<file path="src/rtl/regfile_pkg.sv">
// Shared types and default sizes for the multi-port integer register file.
package regfile_pkg;
  localparam int RF_XLEN  = 32;
  localparam int RF_NREGS = 32;

  typedef enum logic {
    CLEAR = 1'b0,
    RUN   = 1'b1
  } rf_state_t;
endpackage

</file>
<file path="src/rtl/regfile_multiport_if.sv">
// Register-file bus: decode-side read addresses, writeback port, clear request and status.
interface regfile_multiport_if #(
  parameter int XLEN  = 32,
  parameter int NREGS = 32,
  parameter int NRD   = 2
);
  localparam int AW = $clog2(NREGS);

  logic [NRD*AW-1:0]   A;
  logic [NRD*XLEN-1:0] RD;
  logic [AW-1:0]       A3;
  logic [XLEN-1:0]     WD3;
  logic                WE3;
  logic                clr_req;
  logic                ready;

  modport master (output A, A3, WD3, WE3, clr_req, input RD, ready);
  modport slave  (input A, A3, WD3, WE3, clr_req, output RD, ready);
endinterface

</file>
<file path="src/rtl/regfile_rd_port.sv">
// One combinational read port: zero register, optional same-cycle write forwarding, array mux.
module regfile_rd_port
  import regfile_pkg::*;
#(
  parameter int XLEN   = RF_XLEN,
  parameter int NREGS  = RF_NREGS,
  parameter int BYPASS = 1,
  parameter int AW     = $clog2(NREGS)
) (
  input  logic [AW-1:0]         addr,
  input  rf_state_t             state,
  input  logic                  we,
  input  logic [AW-1:0]         wa,
  input  logic [XLEN-1:0]       wd,
  input  logic [NREGS*XLEN-1:0] mem_flat,
  output logic [XLEN-1:0]       rd
);
  always_comb begin
    rd = '0;
    // Nothing is readable until the sweep has finished; address 0 is hardwired zero.
    if (state == RUN && addr != '0) begin
      if (BYPASS != 0 && we && wa == addr) rd = wd;
      else                                 rd = mem_flat[int'(addr)*XLEN +: XLEN];
    end
  end
endmodule

</file>
<file path="src/rtl/regfile_multiport.sv">
// Parametrised register file with NRD read ports, hardwired x0 and a post-reset clear sweep.
module regfile_multiport
  import regfile_pkg::*;
#(
  parameter int XLEN   = RF_XLEN,
  parameter int NREGS  = RF_NREGS,
  parameter int NRD    = 2,
  parameter int BYPASS = 1
) (
  input logic              CLK,
  input logic              rst,
  regfile_multiport_if.slave bus
);
  localparam int AW = $clog2(NREGS);

  logic [XLEN-1:0]       mem [1:NREGS-1];
  logic [NREGS*XLEN-1:0] mem_flat;

  rf_state_t       state_q, state_d;
  logic [AW-1:0]   ptr_q, ptr_d;
  logic            ready_q, ready_d;

  logic            mem_we;
  logic [AW-1:0]   mem_wa;
  logic [XLEN-1:0] mem_wd;

  always_comb begin
    state_d = state_q;
    ptr_d   = ptr_q;
    ready_d = ready_q;
    if (bus.clr_req) begin
      state_d = CLEAR;
      ptr_d   = AW'(1);
      ready_d = 1'b0;
    end else if (state_q == CLEAR) begin
      // ptr holds at the top entry so it can never wrap onto register 0.
      if (ptr_q == AW'(NREGS - 1)) begin
        state_d = RUN;
        ready_d = 1'b1;
      end else begin
        ptr_d = ptr_q + AW'(1);
      end
    end
  end

  always_ff @(posedge CLK or posedge rst) begin
    if (rst) begin
      state_q <= CLEAR;
      ptr_q   <= AW'(1);
      ready_q <= 1'b0;
    end else begin
      state_q <= state_d;
      ptr_q   <= ptr_d;
      ready_q <= ready_d;
    end
  end

  always_comb begin
    mem_we = 1'b0;
    mem_wa = ptr_q;
    mem_wd = '0;
    if (state_q == CLEAR) begin
      mem_we = 1'b1;
    end else if (bus.WE3 && !bus.clr_req && bus.A3 != '0) begin
      mem_we = 1'b1;
      mem_wa = bus.A3;
      mem_wd = bus.WD3;
    end
  end

  // Array has no reset so it stays RAM-inferable; the sweep provides the zeroing.
  always_ff @(posedge CLK) begin
    if (mem_we) mem[mem_wa] <= mem_wd;
  end

  always_comb begin
    mem_flat = '0;
    for (int r = 1; r < NREGS; r++) mem_flat[r*XLEN +: XLEN] = mem[r];
  end

  for (genvar i = 0; i < NRD; i++) begin : g_rd
    regfile_rd_port #(
      .XLEN  (XLEN),
      .NREGS (NREGS),
      .BYPASS(BYPASS),
      .AW    (AW)
    ) u_port (
      .addr    (bus.A[i*AW +: AW]),
      .state   (state_q),
      .we      (bus.WE3),
      .wa      (bus.A3),
      .wd      (bus.WD3),
      .mem_flat(mem_flat),
      .rd      (bus.RD[i*XLEN +: XLEN])
    );
  end

  assign bus.ready = ready_q;
endmodule

</file>
<file path="src/flat_wrapper.sv">
// flat-port wrapper written by rule: the top's interface ports become plain ports
module regfile_multiport_flat import regfile_pkg::*;
#(
  parameter int XLEN   = RF_XLEN,
  parameter int NREGS  = RF_NREGS,
  parameter int NRD    = 2,
  parameter int BYPASS = 1
)
  (CLK, rst, bus_A, bus_A3, bus_WD3, bus_WE3, bus_clr_req, bus_RD, bus_ready);
  regfile_multiport_if #(.XLEN(XLEN), .NREGS(NREGS), .NRD(NRD)) bus_i ();
  input logic CLK;
  input logic rst;
  input wire logic [$bits(bus_i.A)-1:0] bus_A;
  input wire logic [$bits(bus_i.A3)-1:0] bus_A3;
  input wire logic [$bits(bus_i.WD3)-1:0] bus_WD3;
  input wire logic [$bits(bus_i.WE3)-1:0] bus_WE3;
  input wire logic [$bits(bus_i.clr_req)-1:0] bus_clr_req;
  output wire logic [$bits(bus_i.RD)-1:0] bus_RD;
  output wire logic [$bits(bus_i.ready)-1:0] bus_ready;
  assign bus_i.A = bus_A;
  assign bus_i.A3 = bus_A3;
  assign bus_i.WD3 = bus_WD3;
  assign bus_i.WE3 = bus_WE3;
  assign bus_i.clr_req = bus_clr_req;
  assign bus_RD = bus_i.RD;
  assign bus_ready = bus_i.ready;
  regfile_multiport #(.XLEN(XLEN), .NREGS(NREGS), .NRD(NRD), .BYPASS(BYPASS)) u_core (.CLK(CLK), .rst(rst), .bus(bus_i));
endmodule
</file>
<file path="config.mk">
export PLATFORM = sky130hd
export DESIGN_NAME = regfile_multiport_flat
export DESIGN_NICKNAME = d
export VERILOG_FILES = /design/src/rtl/regfile_pkg.sv /design/src/rtl/regfile_multiport_if.sv /design/src/rtl/regfile_rd_port.sv /design/src/rtl/regfile_multiport.sv /design/src/flat_wrapper.sv
export SDC_FILE = /design/constraint.sdc
export NUM_CORES = 1
export LEC_CHECK = 0
export CAP_MARGIN = 20
export CORE_MARGIN = 2
export CORE_UTILIZATION = 56
export CTS_CLUSTER_DIAMETER = 30
export DETAILED_ROUTE_END_ITERATION = 16
export GPL_TIMING_DRIVEN = 0
export PLACE_DENSITY = 0.69
export RECOVER_POWER = 100
export SKIP_CTS_REPAIR_TIMING = 1
export SLEW_MARGIN = 25
export SYNTH_ARGS = -nofsm -noshare
export SYNTH_HDL_FRONTEND = slang
export SYNTH_SLANG_ARGS = --single-unit
</file>
<file path="constraint.sdc">
create_clock -name CLK -period 4.6 [get_ports CLK]
set_clock_uncertainty 0.05 [all_clocks]
set_input_delay 0.69 -clock CLK [delete_from_list [all_inputs] [get_ports CLK]]
set_output_delay 0.69 -clock CLK [all_outputs]
set_load 0.03 [all_outputs]
</file>
==> summary.md <==
| Metric | Value |
|---|---|
| Design Power | 25.7 mW |
| Full die area | 86,800 sq um |
| TritonCTS clock tree | yes |
| Grt ovf | 0 |
| Top FF cell, synth | edfxtp_1 |
| DRC viols | 0 |
| Violated checks | max-capacitance violations, max-slew violations, negative setup slack |
| Max Clk Rate | 209 MHz |
| Worst-Margin Slew | 1840 ps |
| Reg2reg start | u_core.state_q$_DFF_PP0_ |
| Status | complete, but fails checks |
| Ys Warns | 0 |
| Vias per cell | 7.62 |
| Number of port buffers | 107 |
| First-pass DRT Iterations | 8 |
| Clk Latency, worst-skew pair | 760 ps |
| Post-synth EDFFs | 992 |
| HP Start | bus_clr_req |
| HP Class | input pin to register |
| Hold depth | 2 |
| Die width | 295 microns |
| Relative slew slack | -22.5% |
| Antenna violations before repair | 9 |
| DR WL/cell | 43.0 microns |
| Power Density | 445 nW/um^2 |
| Initial Utilization | 56.5% |
| H-tree depth | 4 |
| Setup violations, final | 85 |
| WHS Endpoint | u_core.state_q$_DFF_PP0_ |
| Worst Path Arrival | 5190 ps |
| Filler cell count | 5,277 |
| Final setup margin | -192 ps |
| Placer congestion estimate | 0.989 |
| Fin crit share | 104% |
| Clock buffer depth | 3 |
| R2R cell count | 7 |
| Synth area leaders | edfxtp_1 (63%), mux4_2 (21%), mux2i_1 (2.4%) |
| Crit Path Class | input pin to register |
| Worst-path clk slew | 50 ps |
| Tmin final | 4790 ps |
| Final Hold Fails | 0 |
| Largest net degree at the start of global routing | 32 |
| Drt initial violations | 5,111 |
| Commonest non-fill, non-tap cell in the layout | edfxtp_1 |
| VDD IR max | 0.000375 V |
| Root cell of the clock tree | clkbuf_16 |
| Clock sink count | 999 |
| Yosys top cell by area | edfxtp_1 |
| Yosys reg bits | 999 |
| Vias | 32,100 |
| Detail Route Antenna Nets | 0 |
| Vias in the first global route | 31,800 |
| Async SR Flop Fraction | 0.701% |
| CORE AREA | 83,700 sq um |
| WP data required | 5000 ps |
| Leakage | 19.5 nW |
| HPWL Detailed | 123,000 microns |
| Post-Syn Instances | 2,547 |
| Cell Rows | 106 |
| Reg-to-reg critical path endpoint | u_core.mem[22][28]$_DFFE_PP_ |
| Syn_nets | 2,600 |
| Commonest non-fill, non-tap cells in the layout | edfxtp_1 (992), mux4_2 (434), clkbuf_16 (186) |
| Pins Over Slew Limit | 303 |
| Startpoint Class | input pin |
| TritonCTS Buffers | 184 |
| Height of the die | 295 microns |
| RSZ-0062 raised after global routing | true |
| Synth top area share | 63.0% |
| GRT Overall Usage | 42.2% |
| MaxCap Viol Count | 14 |
| Final #Nets | 2,964 |
| IO Pins | 116 |
| Share of cells above drive strength 1 | 37.1% |
| Routed wire length | 181,000 microns |
| Netlist cell types | 57 |
| Sequential share of the synthesized area | 63.3% |
| Area Overhead vs Synth | 22.1% |
| CP Max Fanout | 15 |
| First-pass GRT wire length | 245,000 microns |
| CP endpoint kind | register |
| Post-route cell area | 57,800 sq um |
| Syn_area_per_cell | 18.6 sq um |
| Post-synthesis cell area | 47,300 sq um |
| Flop2flop setup slack | 290 ps |
| Placed cell areas | 51,700 sq um |
worst max-delay path by stage:
stage / start / endpoint / cells past startpoint
after global placement: bus_A3[1] / u_core.mem[21][9]$_DFFE_PP_ / 7
after CTS: bus_A[9] / bus_RD[53] / 9
after floorplan: bus_A3[0] / u_core.mem[15][0]$_DFFE_PP_ / 7
final: bus_A3[1] / u_core.mem[22][28]$_DFFE_PP_ / 9
after detailed placement: bus_A[9] / bus_RD[53] / 9
after global routing: bus_A3[1] / u_core.mem[28][9]$_DFFE_PP_ / 9
critical path, cell delays in order:
cell,delay [ps]
clkdlybuf4s50_1,530
or3_1,410
o311a_1,440
clkbuf_1,360
o21ai_0,370
nand2_1,220
nor2_1,670
dlymetal6s4s_1,1090
buf_6,390
through the flow:
step	util (%)	setup WS [ps]	hold slack, ps	std cells	setup TNS [ps]
finish	69.0	-192	233	4208	-5570
global route	69.0	-50.3	246	4203	-1430
CTS	69.4	-1990	107	4197	-69480
detailed placement	61.8	-1980	461	3853	-68210
global placement	59.5	-2110	432	3788	-1926650
floorplan	-	646	443	2547	0
layout make-up:
cell class                 count  area (sq um)  area share, %
clock buffer                 208          4750           8.22
timing repair buffer         179          1800           3.11
clock inverter               136          1620           2.81
inverter                      13          52.6         0.0910
tap                         1134          1420           2.46
antenna                        5          12.5         0.0217
multi-input combinational   1323         16700           29.0
buffer                       211          1420           2.46
sequential                   999         30000           51.9
power breakdown:
part           internal [mW]  leakage (nW)  switching (mW)  total (mW)
clock network           8.94          3.07            4.84        13.8
registers               10.0          8.79          0.0612        10.1
logic                  0.661          7.69            1.17        1.83
total                   19.6          19.5            6.07        25.7
routing by layer:
layer	part of all wire, %	vias to the layer above	global-route usage (%)
li1	-	11800	-
met2	44	3115	61.1
met4	7.7	8	26.3
met1	32	16400	52.1
met3	16	768	19.0
met5	0.025	-	0
state kept, by name, summed over array words and instances (netlist names):
register / count
u_core.state_q: 1
u_core.mem: 992
u_core.bus.ready: 1
u_core.ptr_q: 5
Yosys cell counts, types with 8 or more instances:
cell type / n
edfxtp_1: 992
mux4_2: 434
mux2i_1: 114
nor2_1: 78
clkbuf_1: 77
nand2_1: 75
buf_2: 69
mux2_2: 65
a22oi_1: 57
o22ai_1: 55
o21ai_0: 53
a211oi_1: 51
buf_4: 36
nor3_1: 36
and2_1: 35
a221oi_1: 33
nor2b_1: 32
a21oi_1: 30
a22o_1: 28
a221o_1: 27
buf_1: 19
inv_1: 12
o221ai_1: 12
nand2b_1: 11
xnor2_1: 11
a2111oi_0: 9
buf_6: 8
o311ai_0: 8
logic make-up (layout without fill, tap and decap cells):
kind of cell / Yosys count / count (layout) / share of synthesized area [%]
flip-flops: 999 / 999 / 63.3
multiplexers: 613 / 613 / 24.6
AO/OA/AOI/OAI: 401 / 401 / 6.30
AND/OR/NAND/NOR: 294 / 294 / 2.98
buffers and inverters: 225 / 747 / 2.48
XOR/XNOR: 13 / 13 / 0.241
adder cells (fa/ha/maj): 2 / 2 / 0.0529
other: 0 / 5 / 0
Power figures use the tool's default switching activity.
